## src/rtl/sram_arbiter.sv

```systemverilog
// sram_arbiter: shares one external async SRAM between video fetch (read-only),
// the CPU and the SD/DMA engine. Each access runs IDLE -> SETUP -> ACCESS (x WAIT_CYCLES)
// -> HOLD. The winner's ack pulses during HOLD, together with read data.
//
// Ports
//   clk_sys, reset_n          system clock, async active-low reset
//   vid_req/addr/ack          video read requester
//   cpu_req/we/addr/wdata/ack CPU requester
//   dma_req/we/addr/wdata/ack SD/DMA requester
//   rdata                     read data, valid with ack, held until the next read ack
//   sram_a, sram_dout         SRAM address and write data
//   sram_oe                   drive sram_dout onto the SRAM data bus
//   sram_din                  SRAM data bus input
//   sram_we_n                 SRAM write enable, active low
//   busy                      access in progress
//   grant                     current owner: 0 none, 1 video, 2 cpu, 3 dma
module sram_arbiter #(
    parameter int unsigned ADDR_W      = 21,
    parameter int unsigned DATA_W      = 8,
    parameter int unsigned WAIT_CYCLES = 2,
    parameter int unsigned VID_BURST   = 4
) (
    input  logic              clk_sys,
    input  logic              reset_n,
    input  logic              vid_req,
    input  logic [ADDR_W-1:0] vid_addr,
    output logic              vid_ack,
    input  logic              cpu_req,
    input  logic              cpu_we,
    input  logic [ADDR_W-1:0] cpu_addr,
    input  logic [DATA_W-1:0] cpu_wdata,
    output logic              cpu_ack,
    input  logic              dma_req,
    input  logic              dma_we,
    input  logic [ADDR_W-1:0] dma_addr,
    input  logic [DATA_W-1:0] dma_wdata,
    output logic              dma_ack,
    output logic [DATA_W-1:0] rdata,
    output logic [ADDR_W-1:0] sram_a,
    output logic [DATA_W-1:0] sram_dout,
    output logic              sram_oe,
    input  logic [DATA_W-1:0] sram_din,
    output logic              sram_we_n,
    output logic              busy,
    output logic [1:0]        grant
);

    typedef enum logic [1:0] {StIdle, StSetup, StAccess, StHold} state_e;

    localparam logic [1:0] GntNone = 2'd0;
    localparam logic [1:0] GntVid  = 2'd1;
    localparam logic [1:0] GntCpu  = 2'd2;
    localparam logic [1:0] GntDma  = 2'd3;

    localparam logic [3:0] WaitLast = 4'(WAIT_CYCLES - 1);
    localparam logic [3:0] VidBurst = 4'(VID_BURST);

    state_e            state;
    logic [3:0]        wait_cnt;
    logic [3:0]        vid_cnt;
    logic              rr_dma;     // 0: CPU wins the next CPU/DMA tie, 1: DMA wins
    logic              wr;         // latched direction of the current access

    logic              others;
    logic [1:0]        win;
    logic [ADDR_W-1:0] win_addr;
    logic [DATA_W-1:0] win_wdata;
    logic              win_we;

    // Video has priority until it has used up its burst while CPU/DMA wait.
    always_comb begin
        others = cpu_req | dma_req;
        win    = GntNone;
        if (vid_req && !(vid_cnt == VidBurst && others)) begin
            win = GntVid;
        end else if (cpu_req && (!dma_req || !rr_dma)) begin
            win = GntCpu;
        end else if (dma_req) begin
            win = GntDma;
        end
    end

    always_comb begin
        win_addr  = vid_addr;
        win_wdata = '0;
        win_we    = 1'b0;
        case (win)
            GntCpu: begin
                win_addr  = cpu_addr;
                win_wdata = cpu_wdata;
                win_we    = cpu_we;
            end
            GntDma: begin
                win_addr  = dma_addr;
                win_wdata = dma_wdata;
                win_we    = dma_we;
            end
            default: ;
        endcase
    end

    assign busy = (state != StIdle);

    always_ff @(posedge clk_sys or negedge reset_n) begin
        if (!reset_n) begin
            state     <= StIdle;
            wait_cnt  <= '0;
            vid_cnt   <= '0;
            rr_dma    <= 1'b0;
            wr        <= 1'b0;
            sram_a    <= '0;
            sram_dout <= '0;
            sram_oe   <= 1'b0;
            sram_we_n <= 1'b1;
            rdata     <= '0;
            vid_ack   <= 1'b0;
            cpu_ack   <= 1'b0;
            dma_ack   <= 1'b0;
            grant     <= GntNone;
        end else begin
            vid_ack <= 1'b0;
            cpu_ack <= 1'b0;
            dma_ack <= 1'b0;
            case (state)
                StIdle: begin
                    grant <= win;
                    if (win != GntNone) begin
                        state     <= StSetup;
                        sram_a    <= win_addr;
                        sram_dout <= win_wdata;
                        wr        <= win_we;
                        sram_oe   <= win_we;
                        if (win == GntVid) begin
                            // Count only grants that made someone else wait.
                            if (!others) begin
                                vid_cnt <= '0;
                            end else if (vid_cnt != VidBurst) begin
                                vid_cnt <= vid_cnt + 4'd1;
                            end
                        end else begin
                            vid_cnt <= '0;
                            rr_dma  <= (win == GntCpu);
                        end
                    end
                end
                StSetup: begin
                    state     <= StAccess;
                    wait_cnt  <= '0;
                    sram_we_n <= ~wr;
                end
                StAccess: begin
                    if (wait_cnt == WaitLast) begin
                        state     <= StHold;
                        sram_we_n <= 1'b1;
                        if (!wr) begin
                            rdata <= sram_din;
                        end
                        vid_ack <= (grant == GntVid);
                        cpu_ack <= (grant == GntCpu);
                        dma_ack <= (grant == GntDma);
                    end else begin
                        wait_cnt <= wait_cnt + 4'd1;
                    end
                end
                StHold: begin
                    state   <= StIdle;
                    sram_oe <= 1'b0;
                    grant   <= GntNone;
                end
                default: state <= StIdle;
            endcase
        end
    end

endmodule
```

## config.mk

```make
export PLATFORM = sky130hd
export DESIGN_NAME = sram_arbiter
export DESIGN_NICKNAME = d
export VERILOG_FILES = /design/src/rtl/sram_arbiter.sv
export SDC_FILE = /design/constraint.sdc
export NUM_CORES = 1
export LEC_CHECK = 0
export CAP_MARGIN = 20
export CORE_MARGIN = 2
export CORE_UTILIZATION = 30
export DETAILED_ROUTE_END_ITERATION = 10
export PLACE_DENSITY = 0.6
export RECOVER_POWER = 50
export SYNTH_ARGS = -nofsm -noshare
export SYNTH_HDL_FRONTEND = slang
export SYNTH_SLANG_ARGS = --single-unit
```

## constraint.sdc

```tcl
create_clock -name clk_sys -period 2.4 [get_ports clk_sys]
set_clock_uncertainty 0.1 [all_clocks]
set_input_delay 0.72 -clock clk_sys [delete_from_list [all_inputs] [get_ports clk_sys]]
set_output_delay 0.72 -clock clk_sys [all_outputs]
set_load 0.1 [all_outputs]
```

==> metrics.cfg <==
[worst_setup_path]
worst_path_largest_cell_delay_ns = 0.41
cp_max_fo = 4
slowest_stage = dfrtp_1
rr_startpoint = state[0]
worst_setup_path_start_kind = flop
criticalPathCategory = reg -> out
cp-end-kind = primary output
cp_cell_sequence = inv_1 -> ha_1 -> inv_1 -> buf_12
rr_worst_depth = 5
crit_required_ns = 1.58
timing.rr.end = rdata[7]
arrival_ns = 1.43
crit_top_cell = inv_1
reg2reg_slack_ns = 0.35

[detailed_routing]
avgViaCountPerCell = 5.099
routed_wl_mm = 8.782
drc = 0
first_pass_iters = 4
drtAntennaViolNets = 0
first_iter_violations = 118
via_count = 2820
wl_per_cell_um = 15.88

[sta]
setup-tns-final_ns = 0
relSlewSlack_pct = 6.150
hold_viol = 0
tightest_slew_ns = 1.408
min_period_ns = 2.253
slew_violations = 0
fmax_mhz = 443.9
rsz0062_at_grt = false
finalSetupViolCount = 0
fin_crit_sh_pct = 93.87

[cells_and_area]
register_area_um2 = 1403
nets = 525
design_area_um2 = 4549
multi_input_area_um2 = 1378
syn_to_final_growth_pct = 56.86
layout-drive-gt1-share_pct = 20.75
postLayoutCoreUtil_pct = 48.77
n_fill_cell = 887
diodes = 0

[logic_synthesis]
syn_avg_cell_area_um2 = 10.32
synth_warnings = 0
yosysSeqAreaShare_pct = 48.36
synth_simple_gate_area_share_pct = 14.50
synthesis.nets = 383
ys_top_cells_by_count = 55 x dfrtp_1, 42 x a32oi_1, 36 x o21ai_0, 22 x and2_1, 17 x nand2_1
ys.flop_type = dfrtp_1
netlist-cell-type-count = 38
async_flop_share_pct = 100.0
syn_inst = 281
synth_compound_area_share_pct = 24.81
synth_top_cells_by_area = dfrtp_1 47%, a32oi_1 13%, o21ai_0 6.2%
synth.most_common_cell = dfrtp_1
synth_seq_cells = 56
synth_top_family_by_area = compound AO/OA/AOI/OAI gates
yosys.area.top_type = dfrtp_1
synth_top_cell_area_share_pct = 47.45
muxShareOfSynthArea_pct = 4.228
synth_adder_area_share_pct = 3.451
synth-xor-area-share_pct = 0
synth_area_um2 = 2900
synth_edf_count = 0

[outcome]
outcome = completed

[hold_path]
hold-path-endpoint = sram_dout[7]
hold_depth = 2
hp-start = sram_dout[7]
hold_class = reg -> reg

[die]
core-area_um2 = 9328
dieHeight_um = 102.3
initial_core_util_pct = 31.09
io_pins = 139
die_x_um = 102.3
rows = 35
die_area_um2 = 10470

[cts]
cts_resized = 0
clk_pin_slew_ns = 0.10
htreeDepth = 2
cts_setup_buffers = 0
cts_tree = yes
root_buffer = clkbuf_8
numCtsBuffers = 5
clock_latency_ns = 0.30
hold_buffers = 0
cts_sinks = 56
cts_buffer_depth = 2

[global_route]
busiest_layer = met2
grt_use_met3_pct = 3.215
antenna_found_initial = 0
grt_pass1_vias = 2892
grt_pass1_wl_mm = 13.72
met1_usage_pct = 20.47
grt_max_degree = 57
met2_usage_pct = 29.00
grt_util_all_layers_pct = 16.55
grt_overflow_total = 0

[power]
combPwrFrac_pct = 66.9
powerDensity_nw_per_um2 = 1489
ir_worst_vdd_mv = 0.9354
power_switching_mw = 3.930
internal_power_mw = 2.846
power.share.sequential_pct = 24.2
p_total_mw = 6.776
p_clk_share_pct = 9.0
power.share.switching_pct = 58.00
p_leak_nw = 1.949

[placed_design]
port_buffers = 138
place.gp.congestion = 0.8203
place_area_um2 = 4498
dp_hpwl_mm = 6.572

[run]
cap_violations = 0

[cell families after synthesis]
family	Yosys count
AOI/OAI and AO/OA	102
and+or+nand+nor	73
DFF	56
buffers and inverters	31
muxes	11
adders and majority gates	8
[registers in the layout, indices dropped and copies added, names as in the netlist]
name and count:
sram_a 21, rdata 8, sram_dout 8, vid_cnt 4, wait_cnt 4, grant 2
state 2, cpu_ack 1, dma_ack 1, rr_dma 1, sram_oe 1, sram_we_n 1
vid_ack 1, wr 1
[area by class of cell]
type | instances | area share (%)
repair buffers | 158 | 32.32
flip-flops and latches | 56 | 30.83
inverters | 8 | 0.6601
multi-input cells | 194 | 30.28
well taps | 129 | 3.548
clock inverters | 2 | 0.7701
clock buffers | 6 | 1.595
[power by group through the flow]
stage | registers, mW | clock network [mW] | logic, mW
3_3_place_gp | 1.64 | 0 | 4.57
6_report | 1.64 | 0.608 | 4.53
2_1_floorplan | 3.85 | 0 | 1.14
3_5_place_dp | 1.65 | 0 | 4.63
5_1_grt | 1.70 | 0.668 | 4.77
4_1_cts | 1.64 | 0.639 | 4.62
[stage by stage]
stage,setup slack (ns),std cells,hold slack (ns)
2_1_floorplan,0.1790,281,0.3244
3_3_place_gp,0.04775,545,0.3695
3_5_place_dp,0.008081,545,0.3823
4_1_cts,0.1347,553,0.3111
5_1_grt,0.07373,553,0.4263
6_report,0.1471,553,0.3996
[layout by cell type, fill, tap and decap left out, types with 2 or more instances in the layout]
cell,instances
mux2_2,10
a22o_1,3
dfrtp_1,55
o41ai_1,2
clkbuf_8,5
nor3_1,2
o21ai_0,36
o31ai_1,2
clkbuf_2,16
buf_4,40
nor3b_1,2
a31oi_1,9
clkdlybuf4s50_1,92
inv_1,8
nand2_1,17
clkbuf_1,2
nand2b_1,4
nand3_1,4
buf_12,8
a32oi_1,42
nor2_1,3
and2_1,22
and3_1,11
ha_1,8
[how the worst max path moves through the flow]
stage,start,to,slack (ns)
2_1_floorplan,state[0],state[1],0.18
3_3_place_gp,dma_req,sram_a[17],0.05
3_5_place_dp,dma_req,sram_a[6],0.008
4_1_cts,state[0],busy,0.13
5_1_grt,state[0],busy,0.07
6_report,state[0],busy,0.15
[routing by layer]
layer / wire, um / vias up
li1: - / 1352
met1: 3786 / 1364
met2: 4439 / 98
met3: 483 / 6
met4: 72 / 0
met5: 0 / -
[critical path: cells and delay by family, from the launching register on]
kind	cells	cell delay, ns
buffers and inverters	3	0.49
adder cells (fa/ha/maj)	1	0.22
flip-flops	1	0.41
Note: power is estimated with default switching activity, not from simulation.
